<file path="src/rtl/bus_rdata_muxn_pkg.sv">
// Shared definitions for the N-channel read-data return mux:
// FSM state encodings, skid buffer depth and the select-width helper.
package bus_rdata_muxn_pkg;

    typedef enum logic [1:0] {
        ST_IDLE  = 2'd0,
        ST_ROUTE = 2'd1,
        ST_DRAIN = 2'd2
    } state_e;

    // Number of entries in the output skid buffer (also its "full" count value).
    localparam logic [1:0] SKID_DEPTH = 2'd2;

    // Width of a channel select; a single bit is kept even for degenerate counts.
    function automatic int sel_width(input int num_ch);
        if (num_ch > 1) begin
            return $clog2(num_ch);
        end else begin
            return 1;
        end
    endfunction

endpackage

</file>
<file path="src/rtl/bus_rdata_muxn_skid_buf.sv">
// mux_skid_buf: 2-entry buffer of {err,last,data} beats feeding the master.
// The head entry is a flop that drives the outputs directly, so a beat pushed
// in cycle n is presented in cycle n+1 and stays frozen until it is popped.
module mux_skid_buf
    import bus_rdata_muxn_pkg::*;
#(
    parameter int DATA_WIDTH = 32
) (
    input  logic                  clk,
    input  logic                  rstn,
    input  logic                  push,
    input  logic [DATA_WIDTH-1:0] push_data,
    input  logic                  push_last,
    input  logic                  push_err,
    input  logic                  pop,
    output logic [1:0]            count,
    output logic                  head_valid,
    output logic [DATA_WIDTH-1:0] head_data,
    output logic                  head_last,
    output logic                  head_err
);

    localparam int EW = DATA_WIDTH + 2;

    logic [EW-1:0] head_r;
    logic [EW-1:0] tail_r;
    logic [EW-1:0] push_word_s;
    logic [1:0]    count_r;
    logic [1:0]    count_nxt_s;
    logic          valid_r;

    assign push_word_s = {push_err, push_last, push_data};

    // Occupancy update: push and pop together leave the count unchanged.
    always_comb begin
        count_nxt_s = count_r;
        case ({push, pop})
            2'b10:   count_nxt_s = count_r + 2'd1;
            2'b01:   count_nxt_s = count_r - 2'd1;
            default: count_nxt_s = count_r;
        endcase
    end

    // Entry storage: the head only moves on a pop, so it holds under backpressure.
    always_ff @(posedge clk or negedge rstn) begin
        if (!rstn) begin
            head_r  <= '0;
            tail_r  <= '0;
            count_r <= 2'd0;
            valid_r <= 1'b0;
        end else begin
            count_r <= count_nxt_s;
            valid_r <= (count_nxt_s != 2'd0);
            case ({push, pop})
                2'b10: begin
                    if (count_r == 2'd0) begin
                        head_r <= push_word_s;
                    end else begin
                        tail_r <= push_word_s;
                    end
                end
                2'b01: begin
                    if (count_r == SKID_DEPTH) begin
                        head_r <= tail_r;
                    end else begin
                        head_r <= head_r;
                    end
                end
                2'b11: begin
                    if (count_r == SKID_DEPTH) begin
                        head_r <= tail_r;
                        tail_r <= push_word_s;
                    end else begin
                        head_r <= push_word_s;
                    end
                end
                default: begin
                    head_r <= head_r;
                end
            endcase
        end
    end

    assign count      = count_r;
    assign head_valid = valid_r;
    assign head_data  = head_r[DATA_WIDTH-1:0];
    assign head_last  = head_r[DATA_WIDTH];
    assign head_err   = head_r[DATA_WIDTH+1];

endmodule

</file>
<file path="src/rtl/bus_rdata_muxn.sv">
// bus_rdata_muxn: registered, handshaked, burst-aware N:1 read-data return mux.
// One select per transaction is taken from the address decoder; the chosen
// slave's burst is routed through a 2-entry skid buffer and the select is
// released only once the last beat has left the buffer.
// Optional feature macro: BUS_MUX_TIMEOUT_EN (idle timeout producing an error beat).
module bus_rdata_muxn
    import bus_rdata_muxn_pkg::*;
#(
    parameter int DATA_WIDTH     = 32,
    parameter int NUM_CH         = 3,
    parameter int SEL_W          = sel_width(NUM_CH),
    parameter int TIMEOUT_CYCLES = 255
) (
    input  logic                         clk,
    input  logic                         rstn,
    input  logic [SEL_W-1:0]             sel,
    input  logic                         sel_valid,
    output logic                         sel_ready,
    input  logic [NUM_CH*DATA_WIDTH-1:0] in_data,
    input  logic [NUM_CH-1:0]            in_valid,
    input  logic [NUM_CH-1:0]            in_last,
    output logic [NUM_CH-1:0]            in_ready,
    output logic [DATA_WIDTH-1:0]        out_data,
    output logic                         out_valid,
    output logic                         out_last,
    output logic                         out_err,
    input  logic                         out_ready
);

    if (NUM_CH < 2) begin : g_bad_num_ch
        $error("bus_rdata_muxn needs at least two channels");
    end
    if (TIMEOUT_CYCLES < 1) begin : g_bad_timeout
        $error("bus_rdata_muxn TIMEOUT_CYCLES must be positive");
    end

    localparam logic [SEL_W-1:0] LAST_CH = SEL_W'(NUM_CH - 1);

    state_e                  state_r;
    state_e                  state_nxt_s;
    logic [SEL_W-1:0]        sel_q_r;
    logic [SEL_W-1:0]        sel_clamp_s;
    logic                    cur_valid_s;
    logic                    cur_last_s;
    logic [DATA_WIDTH-1:0]   cur_data_s;
    logic                    sel_ready_s;
    logic                    route_rdy_s;
    logic [NUM_CH-1:0]       in_ready_s;
    logic                    accept_s;
    logic                    timeout_s;
    logic                    push_s;
    logic [DATA_WIDTH-1:0]   push_data_s;
    logic                    push_last_s;
    logic                    pop_s;
    logic [1:0]              count_s;
    logic                    head_valid_s;
    logic [DATA_WIDTH-1:0]   head_data_s;
    logic                    head_last_s;
    logic                    head_err_s;

    // Out-of-range selects fold onto the highest channel.
    always_comb begin
        if (sel > LAST_CH) begin
            sel_clamp_s = LAST_CH;
        end else begin
            sel_clamp_s = sel;
        end
    end

    // Pick the latched channel's valid/last/data out of the packed inputs.
    always_comb begin
        cur_valid_s = 1'b0;
        cur_last_s  = 1'b0;
        cur_data_s  = '0;
        for (int i = 0; i < NUM_CH; i++) begin
            cur_valid_s = cur_valid_s | (in_valid[i] & (sel_q_r == SEL_W'(i)));
            cur_last_s  = cur_last_s  | (in_last[i]  & (sel_q_r == SEL_W'(i)));
            cur_data_s  = cur_data_s  |
                          (in_data[i*DATA_WIDTH +: DATA_WIDTH] &
                           {DATA_WIDTH{sel_q_r == SEL_W'(i)}});
        end
    end

`ifdef BUS_MUX_TIMEOUT_EN
    localparam int TO_W = (TIMEOUT_CYCLES > 255) ? $clog2(TIMEOUT_CYCLES + 1) : 8;
    localparam logic [TO_W-1:0] TO_LIMIT = TO_W'(TIMEOUT_CYCLES);

    logic [TO_W-1:0] to_cnt_r;

    // Idle-cycle counter: zero outside ROUTE, restarts on every accepted beat, saturates at the limit.
    always_ff @(posedge clk or negedge rstn) begin
        if (!rstn) begin
            to_cnt_r <= '0;
        end else if (state_r != ST_ROUTE) begin
            to_cnt_r <= '0;
        end else if (accept_s) begin
            to_cnt_r <= '0;
        end else if (to_cnt_r != TO_LIMIT) begin
            to_cnt_r <= to_cnt_r + TO_W'(1);
        end else begin
            to_cnt_r <= to_cnt_r;
        end
    end

    // The error beat needs a free skid slot, so it waits while the buffer is full.
    assign timeout_s = (state_r == ST_ROUTE) && (to_cnt_r == TO_LIMIT) && (count_s != SKID_DEPTH);
`else
    assign timeout_s = 1'b0;
`endif

    // State register.
    always_ff @(posedge clk or negedge rstn) begin
        if (!rstn) begin
            state_r <= ST_IDLE;
        end else begin
            state_r <= state_nxt_s;
        end
    end

    // Select latch, captured only when a new transaction is accepted.
    always_ff @(posedge clk or negedge rstn) begin
        if (!rstn) begin
            sel_q_r <= '0;
        end else if ((state_r == ST_IDLE) && sel_valid) begin
            sel_q_r <= sel_clamp_s;
        end else begin
            sel_q_r <= sel_q_r;
        end
    end

    // Next-state logic: route until the last beat (or timeout), then drain the skid.
    always_comb begin
        state_nxt_s = state_r;
        case (state_r)
            ST_IDLE: begin
                if (sel_valid) begin
                    state_nxt_s = ST_ROUTE;
                end else begin
                    state_nxt_s = ST_IDLE;
                end
            end
            ST_ROUTE: begin
                if (timeout_s) begin
                    state_nxt_s = ST_DRAIN;
                end else if (accept_s && cur_last_s) begin
                    state_nxt_s = ST_DRAIN;
                end else begin
                    state_nxt_s = ST_ROUTE;
                end
            end
            ST_DRAIN: begin
                if ((count_s == 2'd0) || ((count_s == 2'd1) && pop_s)) begin
                    state_nxt_s = ST_IDLE;
                end else begin
                    state_nxt_s = ST_DRAIN;
                end
            end
            default: state_nxt_s = ST_IDLE;
        endcase
    end

    // Output decode: select handshake in IDLE, channel ready in ROUTE while the skid has room.
    always_comb begin
        sel_ready_s = 1'b0;
        route_rdy_s = 1'b0;
        case (state_r)
            ST_IDLE:  sel_ready_s = 1'b1;
            ST_ROUTE: route_rdy_s = (count_s != SKID_DEPTH) && !timeout_s;
            ST_DRAIN: route_rdy_s = 1'b0;
            default:  sel_ready_s = 1'b0;
        endcase
        for (int i = 0; i < NUM_CH; i++) begin
            in_ready_s[i] = route_rdy_s && (sel_q_r == SEL_W'(i));
        end
    end

    assign accept_s    = route_rdy_s & cur_valid_s;
    assign push_s      = accept_s | timeout_s;
    assign push_data_s = timeout_s ? {DATA_WIDTH{1'b0}} : cur_data_s;
    assign push_last_s = timeout_s | cur_last_s;
    assign pop_s       = head_valid_s & out_ready;

    mux_skid_buf #(
        .DATA_WIDTH (DATA_WIDTH)
    ) u_skid (
        .clk        (clk),
        .rstn       (rstn),
        .push       (push_s),
        .push_data  (push_data_s),
        .push_last  (push_last_s),
        .push_err   (timeout_s),
        .pop        (pop_s),
        .count      (count_s),
        .head_valid (head_valid_s),
        .head_data  (head_data_s),
        .head_last  (head_last_s),
        .head_err   (head_err_s)
    );

    assign sel_ready = sel_ready_s;
    assign in_ready  = in_ready_s;
    assign out_valid = head_valid_s;
    assign out_data  = head_data_s;
    assign out_last  = head_last_s;
    // Without the timeout feature nothing ever pushes err=1, so this stays 0.
    assign out_err   = head_err_s;

endmodule

</file>
<file path="config.mk">
export PLATFORM = sky130hd
export DESIGN_NAME = bus_rdata_muxn
export DESIGN_NICKNAME = d
export VERILOG_FILES = /design/src/rtl/bus_rdata_muxn_pkg.sv /design/src/rtl/bus_rdata_muxn_skid_buf.sv /design/src/rtl/bus_rdata_muxn.sv
export SDC_FILE = /design/constraint.sdc
export NUM_CORES = 1
export LEC_CHECK = 0
export ABC_AREA = 0
export CAP_MARGIN = 5
export CORE_MARGIN = 10
export CORE_UTILIZATION = 47
export CTS_BUF_LIST = sky130_fd_sc_hd__clkbuf_16
export DETAILED_ROUTE_END_ITERATION = 16
export GPL_TIMING_DRIVEN = 0
export HOLD_SLACK_MARGIN = 0.03
export PLACE_DENSITY_LB_ADDON = 0.15
export SYNTH_ARGS = -nofsm -noshare
export SYNTH_HDL_FRONTEND = slang
export SYNTH_HIERARCHICAL = 1
export SYNTH_SLANG_ARGS = --single-unit
</file>
<file path="constraint.sdc">
create_clock -name clk -period 2.98 [get_ports clk]
set_clock_uncertainty 0.05 [all_clocks]
set_input_delay 0.298 -clock clk [delete_from_list [all_inputs] [get_ports clk]]
set_output_delay 0.298 -clock clk [all_outputs]
set_load 0.02 [all_outputs]
</file>
Word-level counts from Yosys, hierarchy flattened
Cells that the tools add are included.
{"block": "word_totals", "ff_bits": 75, "ram_bits": 0, "elab_cells": 70, "output_inout_bits": 39, "latchBits": 0, "mem_bits_ro": 0, "n_memories": 0}
{"block": "op_classes", "addsub": 2, "shift": 0, "n_mux": 15, "order_cmp": 1, "eq_ne": 14, "n_reduce_logical": 15, "n_div": 0, "multipliers": 0, "n_bitwise": 17}
{"cell": "$mux W34", "n": 5}
{"cell": "$pmux W34 S3", "n": 1}
{"cell": "$and A32 B32 Y32", "n": 3}
{"cell": "$pmux W34 S2", "n": 1}
{"cell": "$or A32 B32 Y32", "n": 2}
{"cell": "$eq A2 B2 Y1 const B", "n": 5}
{"cell": "$and A1 B1 Y1", "n": 8}
{"cell": "$eq A2 B1 Y1 const B", "n": 4}
{"cell": "$logic_and A1 B1 Y1", "n": 6}
{"cell": "$logic_not A2 Y1", "n": 3}
{"cell": "$mux W2", "n": 3}
{"cell": "$ne A2 B2 Y1 const B", "n": 3}
{"cell": "$pmux W2 S3", "n": 1}
{"cell": "$reduce_and A3 Y1", "n": 2}
{"cell": "$ne A2 B1 Y1 const B", "n": 2}
{"cell": "$or A1 B1 Y1", "n": 4}
{"cell": "$pmux W2 S2", "n": 1}
{"cell": "$reduce_bool A2 Y1", "n": 2}
{"cell": "$mux W1", "n": 3}
{"cell": "$reduce_bool A3 Y1", "n": 1}
{"cell": "$add A2 B1 Y2 const B", "n": 1}
{"cell": "$gt A2 B2 Y1 const B", "n": 1}
{"cell": "$sub A2 B1 Y2 const B", "n": 1}
{"cell": "$logic_or A1 B1 Y1", "n": 1}

Longest topological paths before layout
{"block": "depth", "ltp_word": 8, "depth_mapped": 11, "depth_no_buf": 8}

By module
The synthesis kept the hierarchy.
{"module": "mux_skid_buf", "n_inst": 1, "area_per_inst_um2": 3574.7, "seq_area_each_um2": 1776.7, "cells_per_inst": 303}
{"module": "bus_rdata_muxn", "n_inst": 1, "area_per_inst_um2": 977.2, "seq_area_each_um2": 100.1, "cells_per_inst": 140}

Least setup slack after synthesis
No wires, ideal clock.
{"block": "synth_path", "path_type": "register to register", "start": "reg state_r[1]", "end": "reg u_skid.head_r[10]", "setup_time_ps": 130, "path_slack_ps": 382, "period_less_slack_ps": 2598, "path_stages_with_launch": 12, "arrival_ps": 2418, "n_path_buf": 3, "cell_sequence": "dfrtp_1 > or2b_1 > a21o_1 > a211oi_1 > inv_1 > ha_1 > buf_4 > nor3b_2 > or3_1 > buf_4 > buf_6 > a31oi_1"}
{"block": "synth_between", "elab_chain_len": 6}
{"item": "start, declared", "line": "bus_rdata_muxn.sv:39", "rtl": "state_e state_r;"}
{"item": "start signal, assigned", "line": "bus_rdata_muxn.sv:116", "rtl": "state_r <= state_nxt_s;"}
{"item": "$eq A2 B1 Y1 *", "line": "bus_rdata_muxn.sv:166", "rtl": "case (state_r)"}
{"item": "$mux W1 *", "line": "bus_rdata_muxn.sv:166"}
{"item": "$and A1 B1 Y1 *", "line": "bus_rdata_muxn.sv:177", "rtl": "assign accept_s = route_rdy_s & cur_valid_s;"}
{"item": "named net accept_s", "line": "bus_rdata_muxn.sv:49", "rtl": "logic accept_s;"}
{"item": "$eq A2 B1 Y1 or $eq A2 B2 Y1 (tied branches)", "line": "bus_rdata_muxn_skid_buf.sv:54", "rtl": "case ({push, pop})"}
{"item": "$ne A2 B1 Y1 (no source line) (tied with other cells)"}
{"item": "$reduce_and A3 Y1 (no source line)"}
{"item": "end signal, assigned", "line": "bus_rdata_muxn_skid_buf.sv:57", "rtl": "head_r <= push_word_s;"}
{"item": "end signal, assigned", "line": "bus_rdata_muxn_skid_buf.sv:64", "rtl": "head_r <= tail_r;"}
{"item": "end signal, assigned", "line": "bus_rdata_muxn_skid_buf.sv:66", "rtl": "head_r <= head_r;"}
{"item": "end, declared", "line": "bus_rdata_muxn_skid_buf.sv:25", "rtl": "logic [EW-1:0] head_r;"}
The timed path passes the listed nets; every way through them passes the cells marked *.
A chain may end at the register's enable or synchronous reset.

Final worst setup path
{"block": "layout_path", "start": "reg sel_q_r[1]", "end": "reg u_skid.head_r[29]"}
{"block": "layout_between", "elab_chain_len": 8}
{"item": "start, declared", "line": "bus_rdata_muxn.sv:41", "rtl": "logic [SEL_W-1:0] sel_q_r;"}
{"item": "start signal, assigned", "line": "bus_rdata_muxn.sv:125", "rtl": "sel_q_r <= sel_clamp_s;"}
{"item": "start signal, assigned", "line": "bus_rdata_muxn.sv:127", "rtl": "sel_q_r <= sel_q_r;"}
{"item": "$eq A2 B1 Y1 or $logic_not A2 Y1 (tied branches)", "line": "bus_rdata_muxn.sv:76", "rtl": "cur_valid_s = cur_valid_s | (in_valid[i] & (sel_q_r == SEL_W'(i)));"}
{"item": "$and A1 B1 Y1", "line": "bus_rdata_muxn.sv:76"}
{"item": "$or A1 B1 Y1", "line": "bus_rdata_muxn.sv:76"}
{"item": "$or A1 B1 Y1 *", "line": "bus_rdata_muxn.sv:76"}
{"item": "$and A1 B1 Y1 *", "line": "bus_rdata_muxn.sv:177"}
{"item": "named net accept_s", "line": "bus_rdata_muxn.sv:49"}
{"item": "$eq A2 B1 Y1 or $eq A2 B2 Y1 (tied branches)", "line": "bus_rdata_muxn_skid_buf.sv:54"}
{"item": "$ne A2 B1 Y1 (no source line) (tied with other cells)"}
{"item": "$reduce_and A3 Y1 (no source line)"}
The timed path passes the listed nets; every way through them passes the cells marked *. The select of a mux whose other input is x is not followed.

==> results.py <==
metrics = {
    "global_route": {
        "grt_usage": 0.2036,
        "grt-ovfl-total": 0,
        "grt_max_degree": 40,
        "grt_pass1_vias": 4683,
        "antenna_found_initial": 0,
        "grt_pass1_wl_mm": 23.98,
    },
    "yosys": {
        "synth-simple-area-share": 0.1135,
        "muxShareOfSynthArea": 0.1592,
        "synth_area_um2": 4552,
        "yosys.area_share.xor_xnor": 0.003848,
        "synth_seq_cells": 75,
        "syn_area_per_cell_um2": 10.28,
        "yosysUniqueCellTypes": 39,
        "postSynthCellCount": 443,
        "yosysSeqAreaShare": 0.4123,
        "yosys_warnings": 6,
        "synth_compound_area_frac": 0.2361,
        "synth_top_family_by_area": "compound AO/OA/AOI/OAI gates",
        "synth_fa_ha_area_frac": 0.008246,
    },
    "job": {
        "maxCapViolCount": 0,
    },
    "critical_path": {
        "crit_fanout": 10,
        "startpoint_type": "register",
        "r2r_cells": 12,
        "worstSetupEndpointType": "register",
        "r2r_start": "sel_q_r[1]",
        "ff2ff_setup_slack_ns": 0.22,
        "crit_arrival_ns": 2.96,
        "r2r_end": "u_skid/head_r[29]",
        "required_ns": 3.17,
        "crit_type": "reg -> reg",
    },
    "timing": {
        "setup_tns_ns": 0,
        "fin_crit_ns": 2.763,
        "fin_crit_sh": 0.9272,
        "slew_viol_final": 0,
        "setup_viol": 0,
        "rsz0062_at_grt": "false",
        "max_slew_margin": 0.6365,
        "final_hold_viol_count": 0,
        "tightest_slew_ns": 0.5452,
        "clock.fmax_ghz": 0.3619,
    },
    "worst_hold_path": {
        "hp-class": "in -> async",
    },
    "route": {
        "routed_wl_mm": 14.95,
        "vias_per_cell": 6.203,
        "route.detailed.drc": 0,
        "drt_iter0_drc": 354,
        "vias": 4584,
        "post_drt_wl_per_cell_um": 20.23,
        "drtAntennaViolNets": 0,
        "dr.pass1.iters": 6,
    },
    "clock_tree": {
        "cts.sinks": 75,
        "cts.clk_slew.worst_paths_ns": 0.06,
        "insertion_delay_ns": 0.32,
        "htreeDepth": 3,
        "cts_tree": "done",
        "clockRootBuffer": "clkbuf_16",
        "numCtsBuffers": 9,
        "ctsLongestPathBuffers": 2,
    },
    "place": {
        "dp_cells": 721,
        "gp_congestion": 0.8074,
        "port_buffers": 146,
        "dp_hpwl_mm": 10.81,
        "dpl_cell_area_um2": 6200,
    },
    "outcome": {
        "status": "complete, no violations",
    },
    "finish": {
        "fin_area_um2": 6507,
        "fin_util": 0.6977,
        "final_common_cell": "clkdlybuf4s50_1",
        "final_cell_mix": "clkdlybuf4s50_1 (145), dfrtp_1 (75), a32oi_1 (68)",
        "fin_cells": 739,
        "area_growth_pct": 42.96,
        "n_fill_cell": 742,
        "drive_gt1_frac": 0.1541,
        "nets": 718,
        "antennaDiodeCount": 0,
    },
    "pwr": {
        "ir_worst_vdd_mv": 0.6013,
        "power_density_nw_per_um2": 1143,
        "leakage_uw": 0.002475,
    },
    "floorplan": {
        "die_y_um": 118.4,
        "dieArea_um2": 14020,
        "fp-row-count": 35,
        "pin_count": 147,
        "chipWidth_um": 118.4,
        "core_area_um2": 9328,
        "start_util": 0.4880,
    },
}
area by class of cell:
type                            instances  area, um2  area share
Buffer                                 53      295.3     0.04538
Inverter                                5      18.77    0.002884
Tap cell                              129      161.4     0.02480
Multi-Input combinational cell        312       2396      0.3682
Sequential cell                        75       1877      0.2884
Clock inverter                          5      22.52    0.003461
Timing Repair Buffer                  151       1511      0.2323
Clock buffer                            9      225.2     0.03461
through the flow:
step | worst slack [ns] | power, uW | hold slack, ns
after floorplan | 0.3818 | 4884 | -0.04759
after global placement | -1.083 | 6242 | 0.4517
after detailed placement | -0.3171 | 6398 | 0.2545
after CTS | 0.01454 | 7371 | 0.4535
after global routing | 0.04980 | 7900 | 0.5051
final | 0.2168 | 7436 | 0.4307
worst max path at each step:
stage | start | end | slack, ns | depth (start not counted)
6_report | sel_q_r[1] | u_skid/head_r[29] | 0.22 | 12
3_3_place_gp | rstn | u_skid/tail_r[20] | -1.08 | 1
3_5_place_dp | in_valid[0] | u_skid/head_r[17] | -0.32 | 11
5_1_grt | state_r[1] | u_skid/head_r[16] | 0.05 | 10
4_1_cts | state_r[1] | u_skid/head_r[16] | 0.01 | 10
2_1_floorplan | state_r[1] | u_skid/head_r[10] | 0.38 | 11
kinds of logic (layout without fill, tap and decap cells):
logic type	after synthesis	count (layout)
other	1	3
AO/OA/AOI/OAI	144	144
adder cells (fa/ha/maj)	3	3
multiplexers	68	68
AND/OR/NAND/NOR	92	92
XOR/XNOR	2	2
flip-flops	75	75
buffers and inverters	58	223
report_power, final:
group	leakage, uW	total [uW]	switching, uW	internal [uW]
clock	0.000126	929	386	543
sequential	0.000884	1940	373	1560
combinational	0.00147	4570	2530	2040
total	0.00247	7440	3290	4140
registers in the layout, indices dropped and copies added (netlist names):
| signal | count |
|---|---|
| state_r | 2 |
| u_skid/count | 2 |
| sel_q_r | 2 |
| u_skid/head_r | 34 |
| u_skid/tail_r | 34 |
| u_skid/head_valid | 1 |
critical path, cell delays in order (launching register included):
cell and delay, ns:
dfrtp_1 0.41, buf_2 0.23, a211oi_2 0.31, a211oi_2 0.11, inv_1 0.08, ha_1 0.23
buf_4 0.23, nor3b_4 0.06, buf_4 0.15, or3_1 0.33, buf_4 0.18, buf_6 0.15
a31oi_1 0.15
cells in the mapped netlist (all sizes together):
master / number / share of area
nand3b: 1 / 0.0016
nand2: 36 / 0.030
a32oi: 68 / 0.13
or3: 2 / 0.0027
inv: 5 / 0.0041
dfrtp: 75 / 0.41
o21ai: 35 / 0.038
a21o: 1 / 0.0016
nor2: 3 / 0.0025
nand2b: 4 / 0.0071
xnor2: 2 / 0.0038
a21oi: 2 / 0.0047
or2: 1 / 0.0014
or2b: 1 / 0.0016
buf: 22 / 0.036
conb: 1 / 0.00082
a31oi: 34 / 0.047
mux2i: 33 / 0.073
nor2b: 4 / 0.0055
mux2: 35 / 0.087
nor4b: 1 / 0.0052
clkbuf: 31 / 0.026
ha: 3 / 0.0082
a2bb2oi: 1 / 0.0033
a211oi: 2 / 0.0044
nor3: 1 / 0.0011
a2111oi: 1 / 0.0060
nor3b: 3 / 0.0060
nor4: 34 / 0.047
nor4bb: 1 / 0.0022
per-layer routing:
layer  wire, um  GRT usage
met1       6020     0.2460
met2       7626     0.3435
met3       1118    0.05521
met4        186    0.06641
met5          0          0
timing repair:
| item | 4_1_cts | 5_1_grt |
|---|---|---|
| setup buffers | 0 | 3 |
| hold endpoints to repair | 38 | 0 |
| resized for setup | 8 | 10 |
| hold buffers | 1 | 0 |
| pin swaps | 0 | 2 |
| setup endpoints to repair | 30 | 31 |
No activity file was read; power rests on OpenSTA's default activity.
